### config.mk
export PLATFORM = sky130hd
export DESIGN_NAME = nop_stream_detector_flat
export DESIGN_NICKNAME = d
export VERILOG_FILES = /design/src/rtl/nop_stream_detector_pkg.sv /design/src/rtl/nop_stream_detector_if.sv /design/src/rtl/nop_stream_detector_nop_decode.sv /design/src/rtl/nop_stream_detector.sv /design/src/flat_wrapper.sv
export SDC_FILE = /design/constraint.sdc
export NUM_CORES = 1
export LEC_CHECK = 0
export CAP_MARGIN = 15
export CORE_ASPECT_RATIO = 2
export CORE_UTILIZATION = 35
export DETAILED_ROUTE_END_ITERATION = 12
export HOLD_SLACK_MARGIN = 0.12
export PLACE_DENSITY = 0.69
export SLEW_MARGIN = 15
export SYNTH_ARGS = -nofsm -noshare
export SYNTH_HDL_FRONTEND = slang
export SYNTH_SLANG_ARGS = --single-unit
### constraint.sdc
create_clock -name clk_i -period 4.5 [get_ports clk_i]
set_input_delay 0.675 -clock clk_i [delete_from_list [all_inputs] [get_ports clk_i]]
set_output_delay 0.675 -clock clk_i [all_outputs]
set_load 0.05 [all_outputs]
### src/rtl/nop_stream_detector_pkg.sv
// Shared definitions for the NOP stream detector and the reusable NOP classifier:
// rule encodings, FSM states and MIPS field positions.
package nop_det_pkg;

  localparam int NOP_MODE_OPFUNCT = 0;
  localparam int NOP_MODE_ZERO    = 1;
  localparam int NOP_MODE_RD0     = 2;

  typedef enum logic [1:0] {
    S_IDLE  = 2'd0,
    S_RUN   = 2'd1,
    S_BURST = 2'd2
  } state_t;

  localparam int OP_MSB    = 31;
  localparam int OP_LSB    = 26;
  localparam int RD_MSB    = 15;
  localparam int RD_LSB    = 11;
  localparam int FUNCT_MSB = 5;
  localparam int FUNCT_LSB = 0;

  // Classify a 32-bit MIPS word under one of the three NOP rules.
  function automatic logic nop_rule(input logic [31:0] word, input int mode);
    logic op_zero;
    logic funct_zero;
    logic rd_zero;
    logic all_zero;
    op_zero    = (word[OP_MSB:OP_LSB] == '0);
    funct_zero = (word[FUNCT_MSB:FUNCT_LSB] == '0);
    rd_zero    = (word[RD_MSB:RD_LSB] == '0);
    all_zero   = (word == '0);
    case (mode)
      NOP_MODE_OPFUNCT: nop_rule = op_zero && funct_zero;
      NOP_MODE_ZERO:    nop_rule = all_zero;
      NOP_MODE_RD0:     nop_rule = op_zero && rd_zero;
      default:          nop_rule = 1'b0;
    endcase
  endfunction

endpackage

### src/rtl/nop_stream_detector_if.sv
// Bus bundle between the IF/ID register and the NOP stream detector.
// master = pipeline side driving slots, slave = detector.
interface nop_stream_detector_if #(
  parameter int INSTR_W = 32,
  parameter int CNT_W   = 4,
  parameter int TOT_W   = 16
);
  logic [INSTR_W-1:0] instr_i;
  logic               valid_i;
  logic               stall_i;
  logic               flush_i;
  logic               tot_clr_i;
  logic [INSTR_W-1:0] instr_o;
  logic               valid_o;
  logic               nop_o;
  logic [CNT_W-1:0]   run_len_o;
  logic               burst_o;
  logic [TOT_W-1:0]   nop_total_o;

  modport master (
    output instr_i, valid_i, stall_i, flush_i, tot_clr_i,
    input  instr_o, valid_o, nop_o, run_len_o, burst_o, nop_total_o
  );

  modport slave (
    input  instr_i, valid_i, stall_i, flush_i, tot_clr_i,
    output instr_o, valid_o, nop_o, run_len_o, burst_o, nop_total_o
  );
endinterface

### src/rtl/nop_stream_detector_nop_decode.sv
// Purely combinational MODE-selected NOP classifier; only bits [31:0] are decoded.
// Shared with the EX-stage hazard unit.
module nop_decode
  import nop_det_pkg::*;
#(
  parameter int INSTR_W = 32,
  parameter int MODE    = NOP_MODE_OPFUNCT
) (
  input  logic [INSTR_W-1:0] instr,
  output logic               is_nop
);

  logic [31:0] word;

  assign word = instr[31:0];

  always_comb begin
    is_nop = nop_rule(word, MODE);
  end

  // Wide instruction buses carry sideband bits the classifier ignores.
  generate
    if (INSTR_W > 32) begin : g_hi
      logic unused_hi;
      assign unused_hi = ^instr[INSTR_W-1:32];
    end
  endgenerate

endmodule

### src/rtl/nop_stream_detector.sv
// Pipelined NOP stream detector: registers each slot, classifies it and tracks NOP runs.
// Optional saturating total-NOP counter enabled by NOP_STREAM_DETECTOR_PERF_EN.
module nop_stream_detector
  import nop_det_pkg::*;
#(
  parameter int INSTR_W  = 32,
  parameter int MODE     = NOP_MODE_OPFUNCT,
  parameter int BURST_TH = 4,
  parameter int CNT_W    = 4,
  parameter int TOT_W    = 16
) (
  input logic                 clk_i,
  input logic                 rst_i,
  nop_stream_detector_if.slave bus
);

  generate
    if (INSTR_W < 32 || MODE < 0 || MODE > 2 || CNT_W < 1 || CNT_W > 30 ||
        BURST_TH < 2 || BURST_TH > ((1 << CNT_W) - 1) || TOT_W < 1) begin : g_param_check
      $fatal(1, "nop_stream_detector: illegal parameter set");
    end
  endgenerate

  localparam logic [CNT_W-1:0] RUN_MAX = {CNT_W{1'b1}};
  localparam logic [CNT_W-1:0] TH_VAL  = CNT_W'(BURST_TH);

  logic               dec_nop;
  logic               accept;
  logic [INSTR_W-1:0] instr_reg;
  logic               valid_reg;
  logic               nop_reg;
  state_t             state_reg;
  state_t             state_next;
  logic [CNT_W-1:0]   run_reg;
  logic [CNT_W-1:0]   run_next;
  logic [CNT_W-1:0]   run_inc;

  nop_decode #(
    .INSTR_W(INSTR_W),
    .MODE   (MODE)
  ) u_decode (
    .instr (bus.instr_i),
    .is_nop(dec_nop)
  );

  assign accept = bus.valid_i && !bus.stall_i && !bus.flush_i;

  // Flush beats stall: a killed slot must not linger in the output stage.
  always_ff @(posedge clk_i or negedge rst_i) begin
    if (!rst_i) begin
      instr_reg <= '0;
      valid_reg <= 1'b0;
      nop_reg   <= 1'b0;
    end else if (bus.flush_i) begin
      instr_reg <= '0;
      valid_reg <= 1'b0;
      nop_reg   <= 1'b0;
    end else if (!bus.stall_i) begin
      instr_reg <= bus.instr_i;
      valid_reg <= bus.valid_i;
      nop_reg   <= bus.valid_i && dec_nop;
    end
  end

  always_ff @(posedge clk_i or negedge rst_i) begin
    if (!rst_i) begin
      state_reg <= S_IDLE;
      run_reg   <= '0;
    end else begin
      state_reg <= state_next;
      run_reg   <= run_next;
    end
  end

  assign run_inc = run_reg + CNT_W'(1);

  // Only accepted slots move the FSM; bubbles, stalls and flushes are transparent.
  always_comb begin
    state_next = state_reg;
    run_next   = run_reg;
    if (accept) begin
      case (state_reg)
        S_IDLE: begin
          if (dec_nop) begin
            state_next = S_RUN;
            run_next   = CNT_W'(1);
          end
        end
        S_RUN: begin
          if (dec_nop) begin
            run_next = run_inc;
            if (run_inc == TH_VAL) begin
              state_next = S_BURST;
            end
          end else begin
            state_next = S_IDLE;
            run_next   = '0;
          end
        end
        S_BURST: begin
          if (dec_nop) begin
            if (run_reg != RUN_MAX) begin
              run_next = run_inc;
            end
          end else begin
            state_next = S_IDLE;
            run_next   = '0;
          end
        end
        default: begin
          state_next = S_IDLE;
          run_next   = '0;
        end
      endcase
    end
  end

  assign bus.instr_o   = instr_reg;
  assign bus.valid_o   = valid_reg;
  assign bus.nop_o     = nop_reg;
  assign bus.run_len_o = run_reg;
  assign bus.burst_o   = (state_reg == S_BURST);

`ifdef NOP_STREAM_DETECTOR_PERF_EN
  localparam logic [TOT_W-1:0] TOT_MAX = {TOT_W{1'b1}};

  logic [TOT_W-1:0] tot_reg;

  // Clear wins over a same-cycle increment.
  always_ff @(posedge clk_i or negedge rst_i) begin
    if (!rst_i) begin
      tot_reg <= '0;
    end else if (bus.tot_clr_i) begin
      tot_reg <= '0;
    end else if (accept && dec_nop && tot_reg != TOT_MAX) begin
      tot_reg <= tot_reg + TOT_W'(1);
    end
  end

  assign bus.nop_total_o = tot_reg;
`else
  logic unused_tot_clr;
  assign unused_tot_clr  = bus.tot_clr_i;
  assign bus.nop_total_o = '0;
`endif

endmodule

### src/flat_wrapper.sv
// flat-port wrapper written by rule: the top's interface ports become plain ports
module nop_stream_detector_flat import nop_det_pkg::*;
#(
  parameter int INSTR_W  = 32,
  parameter int MODE     = NOP_MODE_OPFUNCT,
  parameter int BURST_TH = 4,
  parameter int CNT_W    = 4,
  parameter int TOT_W    = 16
)
  (clk_i, rst_i, bus_instr_i, bus_valid_i, bus_stall_i, bus_flush_i, bus_tot_clr_i, bus_instr_o, bus_valid_o, bus_nop_o, bus_run_len_o, bus_burst_o, bus_nop_total_o);
  nop_stream_detector_if #(.INSTR_W(INSTR_W), .CNT_W(CNT_W), .TOT_W(TOT_W)) bus_i ();
  input logic clk_i;
  input logic rst_i;
  input wire logic [$bits(bus_i.instr_i)-1:0] bus_instr_i;
  input wire logic [$bits(bus_i.valid_i)-1:0] bus_valid_i;
  input wire logic [$bits(bus_i.stall_i)-1:0] bus_stall_i;
  input wire logic [$bits(bus_i.flush_i)-1:0] bus_flush_i;
  input wire logic [$bits(bus_i.tot_clr_i)-1:0] bus_tot_clr_i;
  output wire logic [$bits(bus_i.instr_o)-1:0] bus_instr_o;
  output wire logic [$bits(bus_i.valid_o)-1:0] bus_valid_o;
  output wire logic [$bits(bus_i.nop_o)-1:0] bus_nop_o;
  output wire logic [$bits(bus_i.run_len_o)-1:0] bus_run_len_o;
  output wire logic [$bits(bus_i.burst_o)-1:0] bus_burst_o;
  output wire logic [$bits(bus_i.nop_total_o)-1:0] bus_nop_total_o;
  assign bus_i.instr_i = bus_instr_i;
  assign bus_i.valid_i = bus_valid_i;
  assign bus_i.stall_i = bus_stall_i;
  assign bus_i.flush_i = bus_flush_i;
  assign bus_i.tot_clr_i = bus_tot_clr_i;
  assign bus_instr_o = bus_i.instr_o;
  assign bus_valid_o = bus_i.valid_o;
  assign bus_nop_o = bus_i.nop_o;
  assign bus_run_len_o = bus_i.run_len_o;
  assign bus_burst_o = bus_i.burst_o;
  assign bus_nop_total_o = bus_i.nop_total_o;
  nop_stream_detector #(.INSTR_W(INSTR_W), .MODE(MODE), .BURST_TH(BURST_TH), .CNT_W(CNT_W), .TOT_W(TOT_W)) u_core (.clk_i(clk_i), .rst_i(rst_i), .bus(bus_i));
endmodule
==> results of run 1 <==
[power groups by stage]
stage          sequential (W)  combinational [W]  clock [W]
2_1_floorplan        0.000476           0.000114          0
3_3_place_gp         0.000407           0.000277          0
3_5_place_dp         0.000408           0.000278          0
4_1_cts              0.000402           0.000279   0.000363
5_1_grt              0.000406           0.000293   0.000377
6_report             0.000402           0.000277   0.000353
[routing by layer]
layer,routed length (microns),share of wire (%),up-vias
li1,-,-,777
met2,2550,53,62
met3,273,5.7,12
met1,1810,38,788
met5,0,0,-
met4,170,3.5,0
[cell type report]
type / instances / share of cell area, %
Multi-Input combinational cell: 136 / 32.5
Timing Repair Buffer: 77 / 25.5
Tap cell: 61 / 2.58
Clock buffer: 8 / 4.94
Inverter: 5 / 0.634
Sequential cell: 40 / 33.8
[per-stage QoR]
| step | hold slack (ps) | setup slack [ps] |
|---|---|---|
| floorplan | 379 | 2340 |
| global placement | 504 | 1920 |
| detailed placement | 514 | 1920 |
| CTS | 525 | 1870 |
| global route | 550 | 1800 |
| finish | 513 | 1890 |
[layout by cell type (no fill, tap or decap), types with 3 or more instances in the layout]
master / synthesis / final
clkdlybuf4s50_1: 0 / 73
dfrtp_1: 40 / 40
nor2_1: 34 / 34
mux2i_1: 32 / 32
conb_1: 1 / 16
ha_1: 6 / 6
inv_1: 5 / 5
clkbuf_16: 0 / 5
a21oi_1: 4 / 4
nor4_4: 3 / 3
nand3_1: 3 / 3
nor3b_1: 3 / 3
nand4_1: 3 / 3
[critical path: cells and delay by family (launching register included)]
family / cells / cell delay (ps)
flops: 1 / 410
buf+inv: 2 / 960
fa+ha+maj: 1 / 290
[worst max-delay path by stage]
| stage | startpoint | endpoint | slack (ps) | cells past startpoint |
|---|---|---|---|---|
| 2_1_floorplan | u_core.bus.run_len_o[0]$_DFFE_PN0P_ | u_core.state_reg[0]$_DFFE_PN0P_ | 2340 | 5 |
| 3_3_place_gp | bus_flush_i | u_core.bus.run_len_o[0]$_DFFE_PN0P_ | 1920 | 5 |
| 3_5_place_dp | bus_flush_i | u_core.bus.run_len_o[0]$_DFFE_PN0P_ | 1920 | 5 |
| 4_1_cts | u_core.state_reg[0]$_DFFE_PN0P_ | bus_burst_o | 1870 | 3 |
| 5_1_grt | u_core.state_reg[0]$_DFFE_PN0P_ | bus_burst_o | 1800 | 3 |
| 6_report | u_core.state_reg[0]$_DFFE_PN0P_ | bus_burst_o | 1890 | 3 |
[logic make-up (layout without fill, tap and decap cells)]
kind of cell	count (synthesis)	count (layout)	synth area share, %
AND/OR/NAND/NOR	62	62	17.0
flip-flops	40	40	47.8
adder cells (fa/ha/maj)	6	6	3.58
other	1	16	0.179
buffers and inverters	30	90	8.90
AO/OA/AOI/OAI	19	19	6.69
multiplexers	33	33	15.8
==> impl_metrics.toml, run 1 <==
[global_route]
grt_antenna_before_repair = 0
grt-ovfl-total = 0
grt_start_max_net_pins = 41
top_usage_layer = "met2"
grt_pass1_wl_microns = 7740
grt_pass1_vias = 1611
use_met2_pct = 27.1
use_met1_pct = 17.9
use_met3_pct = 3.72
track_usage_pct = 16.1

[placement]
placed_cells = 319
placed_area_sq_um = 2820
dp_hpwl_microns = 3430
place_congestion = 0.792
io_buffers = 75

[clock_tree]
path_clk_slew_ps = 50
clock_latency_ps = 280
h-tree-depth = 2
ctsHoldBuffers = 0
cts_setup_buffers = 0
cts_tree = "done"
cts_resized = 0
cts-buffers-inserted = 5
cts_buffer_depth = 2
clockRootBuffer = "clkbuf_16"
clock_sinks = 40

[worst_setup_path]
reg2regPathDepth = 5
critical_path_class = "reg2out"
rrSetupSlack_ps = 2450
cp_slowest_stage_delay_ps = 850
start_kind = "flop"
cp_cell_sequence = "inv_1, ha_1, clkdlybuf4s50_1"
cp.arrival_ps = 1940
worstPathRequired_ps = 3830
reg2reg_from = "u_core.bus.run_len_o[0]$_DFFE_PN0P_"
r2r-end = "u_core.state_reg[0]$_DFFE_PN0P_"
critPathMaxFanout = 7
end_kind = "output port"
crit_slowest_cell = "clkdlybuf4s50_1"

[cells_and_area]
syn_to_final_growth_pct = 41.4
final_nets = 309
final_util_pct = 51.4
stdcell_area_sq_um = 2960
largest_reg_flops = 32
finalNonFillerCells = 327
multi_input_area_sq_um = 963
drive_gt1_share_pct = 6.39
regArea_sq_um = 1000
diodes = 0
fill_cells = 557

[logic_synthesis]
synth_top_area_share_pct = 47.8
synthCells = 191
yosys.area.top_type = "dfrtp_1"
yosysMostFrequentCell = "dfrtp_1"
yosys-top-cells-area = "dfrtp_1 (48%), mux2i_1 (15%), nor2_1 (6.1%), buf_4 (5.7%), ha_1 (3.6%)"
ys_ff_latch = 40
synth_ff_type = "dfrtp_1"
synth_edf_count = 0
netlist-cell-type-count = 41
synth_common_cells = "dfrtp_1 (40), nor2_1 (34), mux2i_1 (32), buf_4 (16), ha_1 (6)"
ys_seq_area_share_pct = 47.8
synth_area_per_cell_sq_um = 11.0
mappedNetlistArea_sq_um = 2090
ys_warn_count = 0
async_flop_share_pct = 100

[floorplan]
die_area_sq_um = 6320
die_w_microns = 56.7
core-area_sq_um = 5760
die_h_microns = 111
io_pins = 93
initial_core_util_pct = 36.4
rows = 39

[timing]
slew_headroom_pct = 41.0
skew_ps = 1.22
hold_viol_final = 0
fmax_mhz = 383
finalCritPeriodShare_pct = 58.0
min_period_ps = 2610
worst_slew_pin_slew_ps = 885
fin_tns_setup_ps = 0
rsz0062_at_grt = "no"
finalSetupViolations = 0
final_max_slew_viol_count = 0

[power]
powerDensity_nw_per_um2 = 348
p_int_w = 0.000700
p_clk_share_pct = 34.2
peakVddDrop_v = 0.000295
netSwitchingPower_w = 0.000331
p_sw_share_pct = 32.1
p_leak_nw = 1.36
p_seq_share_pct = 38.9
combPwrFrac_pct = 26.8
finalPower_w = 0.00103

[routing]
drtPass1Iterations = 8
drt-wirelength-per-cell_microns = 14.7
remaining_drc_errors = 3
wirelength_microns = 4800
via_per_inst = 5.01
drt_iter0_drc = 28
vias = 1639
ant_nets = 0

[worst_hold_path]
min_path_type = "in2async"

[status]
violations = "DRC"
outcome = "finished, violations left"

[run]
cap_viol_max_count = 0
Power figures use the tool's default switching activity.
==> inputs of run 2 (changes only) <==
Clock period 4.5 ns to 2.43 ns, I/O delays scaled along.
==> run 2 against run 1 <==
Effect of this change:
- the run still ends with DRC left
- routed wire length rose by 1.1%
- core utilization increased by 0.39 points
- power increased by 86%
- combinational power is 87% higher
- cell area increased by 0.76%
- final cell count up 0.92%
- first-iteration DRC count increased by 11%
- flip-flop and latch count is the same
- non-clock buffer count up 3
- clock power rose by 87%
- critical endpoint unchanged
- largest cell class unchanged
==> impl_metrics.toml, run 2 (synthesis gave the netlist of run 1 again) <==
[worst_setup_path]
critPathMaxFanout = 4
crit_slowest_cell = "clkdlybuf4s50_1"
worstPathRequired_ps = 2070
end_kind = "output port"
cp.arrival_ps = 1810
critPathTopFamily = "buffers and inverters"
critical_path_class = "reg2out"
cp_slowest_stage_delay_ps = 810
start_kind = "flop"
critical_path_buf_inv_count = 2
cp_cell_sequence = "inv_1, ha_1, clkdlybuf4s50_1"

[routing]
remaining_drc_errors = 3
drtPass1Iterations = 7
wirelength_microns = 4850
ant_nets = 0
drt_iter0_drc = 31
drt-wirelength-per-cell_microns = 14.7
via_per_inst = 4.99
vias = 1647

[cells_and_area]
final_nets = 312
syn_to_final_growth_pct = 42.5
drive_gt1_share_pct = 7.43
fill_cells = 551
final_cell_mix = "clkdlybuf4s50_1 (73), dfrtp_1 (40), nor2_1 (34), mux2i_1 (32), conb_1 (16)"
finalNonFillerCells = 330
diodes = 0
largest_reg_flops = 32
final_common_cell = "clkdlybuf4s50_1"

[floorplan]
core-area_sq_um = 5760
initial_core_util_pct = 36.4
rows = 39
io_pins = 93
die_h_microns = 111
die_area_sq_um = 6320
die_w_microns = 56.7

[clock_tree]
h-tree-depth = 2
clock_sinks = 40
cts-buffers-inserted = 5
cts_resized = 0
ctsHoldBuffers = 0
clock_latency_ps = 280
path_clk_slew_ps = 60
cts_setup_buffers = 0
cts_tree = "done"
cts_buffer_depth = 2
clockRootBuffer = "clkbuf_16"

[timing]
worst_slew_pin_slew_ps = 906
skew_ps = 1.95
setup_slack_ps = 259
finalCritPeriodShare_pct = 89.3
final_max_slew_viol_count = 0
slew_headroom_pct = 39.6
finalSetupViolations = 0
hold_slack_ps = 214
hold_viol_final = 0
fin_tns_setup_ps = 0
min_period_ps = 2170
fmax_mhz = 461
rsz0062_at_grt = "no"

[run]
cap_viol_max_count = 0

[power]
netSwitchingPower_w = 0.000620
p_clk_share_pct = 34.3
combPwrFrac_pct = 27.0
p_sw_share_pct = 32.3
p_int_w = 0.00130
powerDensity_nw_per_um2 = 644
p_leak_nw = 1.38
peakVddDrop_v = 0.000523
p_seq_share_pct = 38.7

[global_route]
grt_antenna_before_repair = 0
grt-ovfl-total = 0
grt_pass1_wl_microns = 7920
grt_start_max_net_pins = 41
track_usage_pct = 16.5
grt_pass1_vias = 1709

[placement]
place_congestion = 0.816
placed_cells = 322
dp_hpwl_microns = 3610
io_buffers = 75
pre_cts_ws_ps = 226

[worst_hold_path]
min_path_type = "in2async"

[status]
violations = "DRC"
outcome = "finished, violations left"
run 2: changes by cell type in the layout (fill, tap and decap cells not counted):
cell,previous run,this run
buf_4,2,5
run 2: power groups by stage:
stage	Clock (W)	Sequential, W	Combinational (W)
global placement	0	0.000754	0.000520
global route	0.000697	0.000749	0.000551
finish	0.000659	0.000743	0.000519
CTS	0.000682	0.000743	0.000523
detailed placement	0	0.000754	0.000522
floorplan	0	0.000882	0.000212
run 2: stage by stage:
stage / util (%) / cell area [sq um] / power [W]
after floorplan: - / 2150 / 0.00109
after global placement: 49.3 / 2840 / 0.00127
after detailed placement: 49.3 / 2840 / 0.00128
after CTS: 51.8 / 2980 / 0.00195
after global routing: 51.8 / 2980 / 0.00200
final: 51.8 / 2980 / 0.00192
run 2: final timing paths:
kind                       cells after the start                            endpoint                                start  slack [ps]
min                                            1  u_core.bus.instr_o[29]$_DFFE_PN0P_                                rst_i         210
max                                            3                         bus_burst_o      u_core.state_reg[0]$_DFFE_PN0P_         260
max in group asynchronous                      1   u_core.bus.instr_o[9]$_DFFE_PN0P_                                rst_i        1640
max reg2reg                                    5     u_core.state_reg[0]$_DFFE_PN0P_  u_core.bus.run_len_o[0]$_DFFE_PN0P_         390
min reg2reg                                    2   u_core.bus.instr_o[9]$_DFFE_PN0P_    u_core.bus.instr_o[9]$_DFFE_PN0P_         520
min in group clk_i                             2   u_core.bus.instr_o[9]$_DFFE_PN0P_    u_core.bus.instr_o[9]$_DFFE_PN0P_         520
run 2: metal layers:
layer | global-route usage, % | vias to the layer above | wire length, microns
li1 | - | 787 | -
met1 | 16.8 | 778 | 1760
met2 | 29.0 | 64 | 2560
met3 | 3.83 | 18 | 285
met4 | 11.2 | 0 | 252
met5 | 0 | - | 0
run 2: layout make-up:
| cell class | count | area [sq um] | area share (%) |
|---|---|---|---|
| Tap cell | 61 | 76.3 | 2.56 |
| Timing Repair Buffer | 80 | 778 | 26.1 |
| Clock buffer | 8 | 146 | 4.91 |
| Sequential cell | 40 | 1000 | 33.5 |
| Inverter | 5 | 18.8 | 0.629 |
| Multi-Input combinational cell | 136 | 963 | 32.3 |
